--- src/rtl/dmem_copy_engine.sv ---
// rtl/dmem_copy_engine.sv - word-granular block copy/fill initiator for the data-memory port
module dmem_copy_engine #(
    parameter int DEPTH = 256,
    parameter int LEN_W = 9
) (
    input  logic             clock,
    input  logic             reset,
    input  logic             start,
    input  logic             mode,
    input  logic [31:0]      src,
    input  logic [31:0]      dst,
    input  logic [LEN_W-1:0] len,
    input  logic [31:0]      pattern,
    output logic             busy,
    output logic             done,
    output logic             error,
    output logic [LEN_W-1:0] count,
    output logic [31:0]      Addr,
    output logic [31:0]      Wdata,
    output logic             MemRead,
    output logic             MemWrite,
    input  logic [31:0]      RData
);

    typedef enum logic [1:0] {IDLE, READ, WRITE, DONE} state_t;

    localparam logic [32:0] DEPTH_W = 33'(DEPTH);

    state_t           state;
    state_t           state_nxt;
    logic             mode_r;
    logic             desc_r;
    logic [LEN_W-1:0] len_r;
    logic [31:0]      pattern_r;
    logic [31:0]      src_ptr;
    logic [31:0]      dst_ptr;
    logic [31:0]      data_r;

    logic [32:0]      src_end;
    logic [32:0]      dst_end;
    logic             range_err;
    logic             overlap;
    logic             last_word;

    // 33-bit end addresses so a source/destination near 2^32 cannot wrap into range
    assign src_end   = {1'b0, src} + 33'(len);
    assign dst_end   = {1'b0, dst} + 33'(len);
    assign range_err = (dst_end > DEPTH_W) || (!mode && (src_end > DEPTH_W));
    assign overlap   = !mode && (dst > src) && ({1'b0, dst} < src_end);
    assign last_word = (count == len_r - LEN_W'(1));

    always_comb begin
        state_nxt = state;
        busy      = 1'b0;
        done      = 1'b0;
        MemRead   = 1'b0;
        MemWrite  = 1'b0;
        Addr      = 32'd0;
        Wdata     = 32'd0;
        case (state)
            IDLE: begin
                if (start) begin
                    if ((len == '0) || range_err) state_nxt = DONE;
                    else if (mode)                 state_nxt = WRITE;
                    else                           state_nxt = READ;
                end
            end
            READ: begin
                busy      = 1'b1;
                MemRead   = 1'b1;
                Addr      = src_ptr;
                state_nxt = WRITE;
            end
            WRITE: begin
                busy     = 1'b1;
                MemWrite = 1'b1;
                Addr     = dst_ptr;
                Wdata    = mode_r ? pattern_r : data_r;
                if (last_word)    state_nxt = DONE;
                else if (!mode_r) state_nxt = READ;
            end
            DONE: begin
                done      = 1'b1;
                state_nxt = IDLE;
            end
            default: state_nxt = IDLE;
        endcase
    end

    always_ff @(posedge clock) begin
        if (reset) begin
            state     <= IDLE;
            mode_r    <= 1'b0;
            desc_r    <= 1'b0;
            len_r     <= '0;
            pattern_r <= 32'd0;
            src_ptr   <= 32'd0;
            dst_ptr   <= 32'd0;
            data_r    <= 32'd0;
            count     <= '0;
            error     <= 1'b0;
        end else begin
            state <= state_nxt;
            case (state)
                IDLE: begin
                    if (start) begin
                        mode_r    <= mode;
                        desc_r    <= overlap;
                        len_r     <= len;
                        pattern_r <= pattern;
                        count     <= '0;
                        error     <= (len != '0) && range_err;
                        // Overlapping forward copy walks from the top so no source word is clobbered early
                        src_ptr   <= overlap ? src + 32'(len) - 32'd1 : src;
                        dst_ptr   <= overlap ? dst + 32'(len) - 32'd1 : dst;
                    end
                end
                READ: data_r <= RData;
                WRITE: begin
                    count   <= count + LEN_W'(1);
                    src_ptr <= desc_r ? src_ptr - 32'd1 : src_ptr + 32'd1;
                    dst_ptr <= desc_r ? dst_ptr - 32'd1 : dst_ptr + 32'd1;
                end
                default: ;
            endcase
        end
    end

endmodule

--- config.mk ---
export PLATFORM = sky130hd
export DESIGN_NAME = dmem_copy_engine
export DESIGN_NICKNAME = d
export VERILOG_FILES = /design/src/rtl/dmem_copy_engine.sv
export SDC_FILE = /design/constraint.sdc
export NUM_CORES = 1
export LEC_CHECK = 0
export BUFFER_PORTS_ARGS = -buffer_cell sky130_fd_sc_hd__buf_4
export CORE_MARGIN = 2
export CORE_UTILIZATION = 55
export DETAILED_ROUTE_END_ITERATION = 12
export GPL_TIMING_DRIVEN = 0
export PLACE_DENSITY = 0.76
export SLEW_MARGIN = 20
export SYNTH_ARGS = -nofsm -noshare
export SYNTH_HDL_FRONTEND = slang
export SYNTH_SLANG_ARGS = --single-unit
--- constraint.sdc ---
create_clock -name clock -period 5.15 [get_ports clock]
set_input_delay 0.515 -clock clock [delete_from_list [all_inputs] [get_ports clock]]
set_output_delay 0.515 -clock clock [all_outputs]
set_load 0.1 [all_outputs]
==> out/metrics.csv <==
metric,value,unit
GRT Overall Usage,36.86,%
Layout Cells excl Fill,2947,
fin crit share,97.46,%
grt ovf,0,
root buffer cell,clkbuf_16,
Final Util,65.26,%
register area share after synthesis,17.08,%
Post-Syn Area,17700,um2
f_max,0.1992,GHz
hold_buf cts,0,
Crit. End Element,register,
ant diodes,0,
RR Endpoint,src_ptr[28]$_SDFFE_PP0P_,
WP buf/inv,4,
Crit Path Class,input pin to register,
global-route wire length before repair,96.34,mm
Layout Area Growth over Synthesis,16.64,%
crit path max-delay cell type,a2111oi_4,
Ports,219,
instance count on the critical path,21,
unrepaired setup endpoints after global routing,yes,
status,"complete, no violations",
Worst-Skew Late Latency,0.45,ns
die width,183.4,um
clk slew on worst S/H paths,0.06,ns
power share of the clock group,17.0,%
Crit path largest cell delay,0.46,ns
Pleak,9.277,nW
Mean Syn Cell Area,7.712,um2
Syn Inst Count,2295,
PnR worst setup slack,0.1306,ns
H-tree levels,4,
final hold violations,0,
#FFs+latches synth,151,
max_cap viols,0,
DR vias,18500,
Sw Pwr,3.778,mW
antenna violations before repair,2,
"Net count, final",2950,
Synthesis Warnings,0,
Pre-Repair DR Iteration Count,5,
Post-synth EDFFs,0,
worst vdd ir,307.5,uV
critical-path cell list,buf_4 -> ha_1 -> inv_1 -> fa_1 -> nand2b_1 -> a21oi_4 -> o2111ai_4 -> a2111oi_4 -> nand2_1 -> xnor2_2 -> ha_1 -> a21o_1 -> a21oi_1 -> o211a_1 -> o31ai_2 -> a21oi_2 -> buf_6 -> buf_12 -> mux2i_1 -> a21oi_1 -> a21o_1,
vias in the first global route,17490,
CTS sink count,151,
share of layout cells above drive strength 1,13.05,%
routed vias/inst,6.277,
Antenna Nets Post-Route,0,
Slew HR,28.00,%
Setup crit end,dst_ptr[13]$_SDFFE_PP0P_,
DRT iter0 DRCs,1746,
die area,33630,um2
CP arrival,5.36,ns
number of remaining DRC errors,0,
RR Startpoint,desc_r$_SDFFE_PP0P_,
worst path required time,5.49,ns
Worst setup startpoint,len[0],
Layout Skew,0.007682,ns
CTS tree,done,
largest net degree at the start of global routing,49,
"delay-heaviest family, CP",compound AO/OA/AOI/OAI gates,
Routed WL per cell,21.53,um
"Setup violations, final",0,
R2R cell count,14,
TritonCTS Buffers,17,
initial core utilization,55.95,%
port buffer count,217,
flop2flop setup slack,0.25,ns
Sw Share,50.51,%
top_reg_cell synth,dfxtp_1,
Comb power frac,59.5,%
crit start category,input pin,
GP Congestion,0.9759,
clk buf depth,2,
synth unique cells,92,
net count after synthesis,2710,
worst hold-check path type,input pin to register,
post-place setup slack,-0.8672,ns
"Max FO, Critical Path",10,
min Tclk post-route,5.019,ns
sequential share of power,23.6,%
async set or reset register ratio after synthesis,0,%
placed insts,2915,
Post-Route WL,63.45,mm
fin. max-slew vios,0,
CORE AREA,31640,um2
Detailed Place HPWL,50.55,mm
Pint,3.702,mW
Pwr Density,362.3,nW/um2
die height,183.4,um
Cell Rows,65,
Slew @ Worst Pin,1.080,ns
[power groups by stage]
stage               registers (mW)  clock network, mW  logic [mW]
floorplan                     1.71                  0        3.05
global placement              1.76                  0        4.19
detailed placement            1.77                  0        4.28
CTS                           1.75               1.26        4.31
global route                  1.79               1.32        4.74
finish                        1.76               1.27        4.45
[state kept, by name (all words and copies together) (netlist names)]
register,flops
count,9
data_r,32
desc_r,1
dst_ptr,32
error,1
len_r,9
mode_r,1
pattern_r,32
src_ptr,32
state,2
[metrics by stage]
stage / hold WS [ns] / area, um2 / TNS (ns) / power, mW
2_1_floorplan: 0.4349 / 17700 / 0 / 4.763
3_3_place_gp: 0.4409 / 19830 / -37.50 / 5.954
3_5_place_dp: 0.4499 / 19860 / -37.37 / 6.048
4_1_cts: 0.2978 / 20490 / -0.004298 / 7.325
5_1_grt: 0.3064 / 20640 / -0.02146 / 7.848
6_report: 0.3046 / 20640 / 0 / 7.480
[cells in the mapped netlist, types with 45 or more instances]
cell type / number / area, um2
inv_1: 147 / 551.8
xnor2_1: 113 / 989.7
nor3_1: 47 / 235.2
xor2_1: 45 / 394.1
nor2b_1: 46 / 287.8
clkbuf_1: 62 / 232.7
a21oi_1: 203 / 1016
nand2_1: 225 / 844.6
mux2i_1: 105 / 1051
nor2_1: 195 / 732.0
dfxtp_1: 151 / 3023
o21ai_0: 114 / 570.6
a21o_1: 79 / 593.1
ha_1: 268 / 3353
[layer usage]
metal	vias to the layer above	GRT usage, %	share of wire, %
li1	8781	-	-
met1	8707	50.17	44
met2	865	57.54	43
met3	142	5.302	8.5
met4	2	16.99	4.6
met5	-	0	0.020
[cells by family after synthesis]
group / after synthesis / synth area share, %
AO/OA/AOI/OAI: 681 / 25.64
XOR/XNOR: 158 / 7.818
AND/OR/NAND/NOR: 688 / 18.27
adder cells (fa/ha/maj): 275 / 19.69
buffers and inverters: 230 / 5.097
flip-flops: 151 / 17.08
multiplexers: 112 / 6.405
[worst register-to-register path: stages (launching register included)]
cell	delay [ns]
dfxtp_4	0.51
buf_16	0.30
inv_1	0.28
fa_1	0.50
nand2b_1	0.19
a21boi_1	0.34
o2111ai_1	0.25
a21oi_1	0.33
o211ai_1	0.17
a311oi_2	0.49
a41oi_1	0.25
nand2b_1	0.14
a2111oi_0	0.11
a2111oi_1	0.72
and3_1	0.27
[what timing repair did]
item | CTS | global route
pin swaps | 1 | 2
buffers inserted | 1 | 2
resized for setup | 12 | 34
setup endpoints to repair | 54 | 52
[area by class of cell]
class / count / area (um2)
Buffer: 83 / 384.1
Clock buffer: 19 / 452.9
Clock inverter: 10 / 122.6
Fill cell: 2784 / 10990
Inverter: 147 / 551.8
Multi-Input combinational cell: 1914 / 13920
Sequential cell: 151 / 3027
Tap cell: 402 / 503.0
Timing Repair Buffer: 221 / 1679
[worst min path at each step]
stage	start	to	slack (ns)	depth (start not counted)
floorplan	dst_ptr[22]$_SDFFE_PP0P_	dst_ptr[22]$_SDFFE_PP0P_	0.43	2
finish	RData[5]	data_r[5]$_SDFFE_PP0P_	0.30	3
CTS	RData[16]	data_r[16]$_SDFFE_PP0P_	0.30	3
detailed placement	pattern_r[23]$_SDFFE_PP0P_	pattern_r[23]$_SDFFE_PP0P_	0.45	2
global placement	pattern_r[1]$_SDFFE_PP0P_	pattern_r[1]$_SDFFE_PP0P_	0.44	2
global route	RData[25]	data_r[25]$_SDFFE_PP0P_	0.31	3
[cell usage in the layout, fill, tap and decap left out, types with 8 or more instances in the layout]
cell type | netlist | final
ha_1 | 268 | 268
nand2_1 | 225 | 225
buf_4 | 1 | 221
a21oi_1 | 203 | 202
nor2_1 | 195 | 195
dfxtp_1 | 151 | 150
inv_1 | 147 | 147
o21ai_0 | 114 | 113
xnor2_1 | 113 | 112
mux2i_1 | 105 | 89
a21o_1 | 79 | 79
clkbuf_1 | 62 | 60
nor2b_1 | 46 | 46
nor3_1 | 47 | 45
xor2_1 | 45 | 45
a22oi_1 | 32 | 32
nand3_1 | 32 | 32
o211ai_1 | 31 | 31
o21a_1 | 26 | 26
nand4_1 | 26 | 26
nand2b_1 | 25 | 25
a211oi_1 | 25 | 24
and3_1 | 23 | 23
or3_1 | 19 | 19
clkbuf_16 | 0 | 17
o21bai_1 | 14 | 14
o31ai_1 | 13 | 13
a22o_1 | 13 | 13
nor4_1 | 12 | 12
buf_1 | 12 | 12
mux2i_2 | 0 | 12
a31oi_1 | 11 | 10
a2111oi_0 | 10 | 9
a32o_1 | 9 | 9
o21ai_1 | 7 | 8
and2_1 | 8 | 8
and4_1 | 8 | 8
Power figures use the tool's default switching activity.
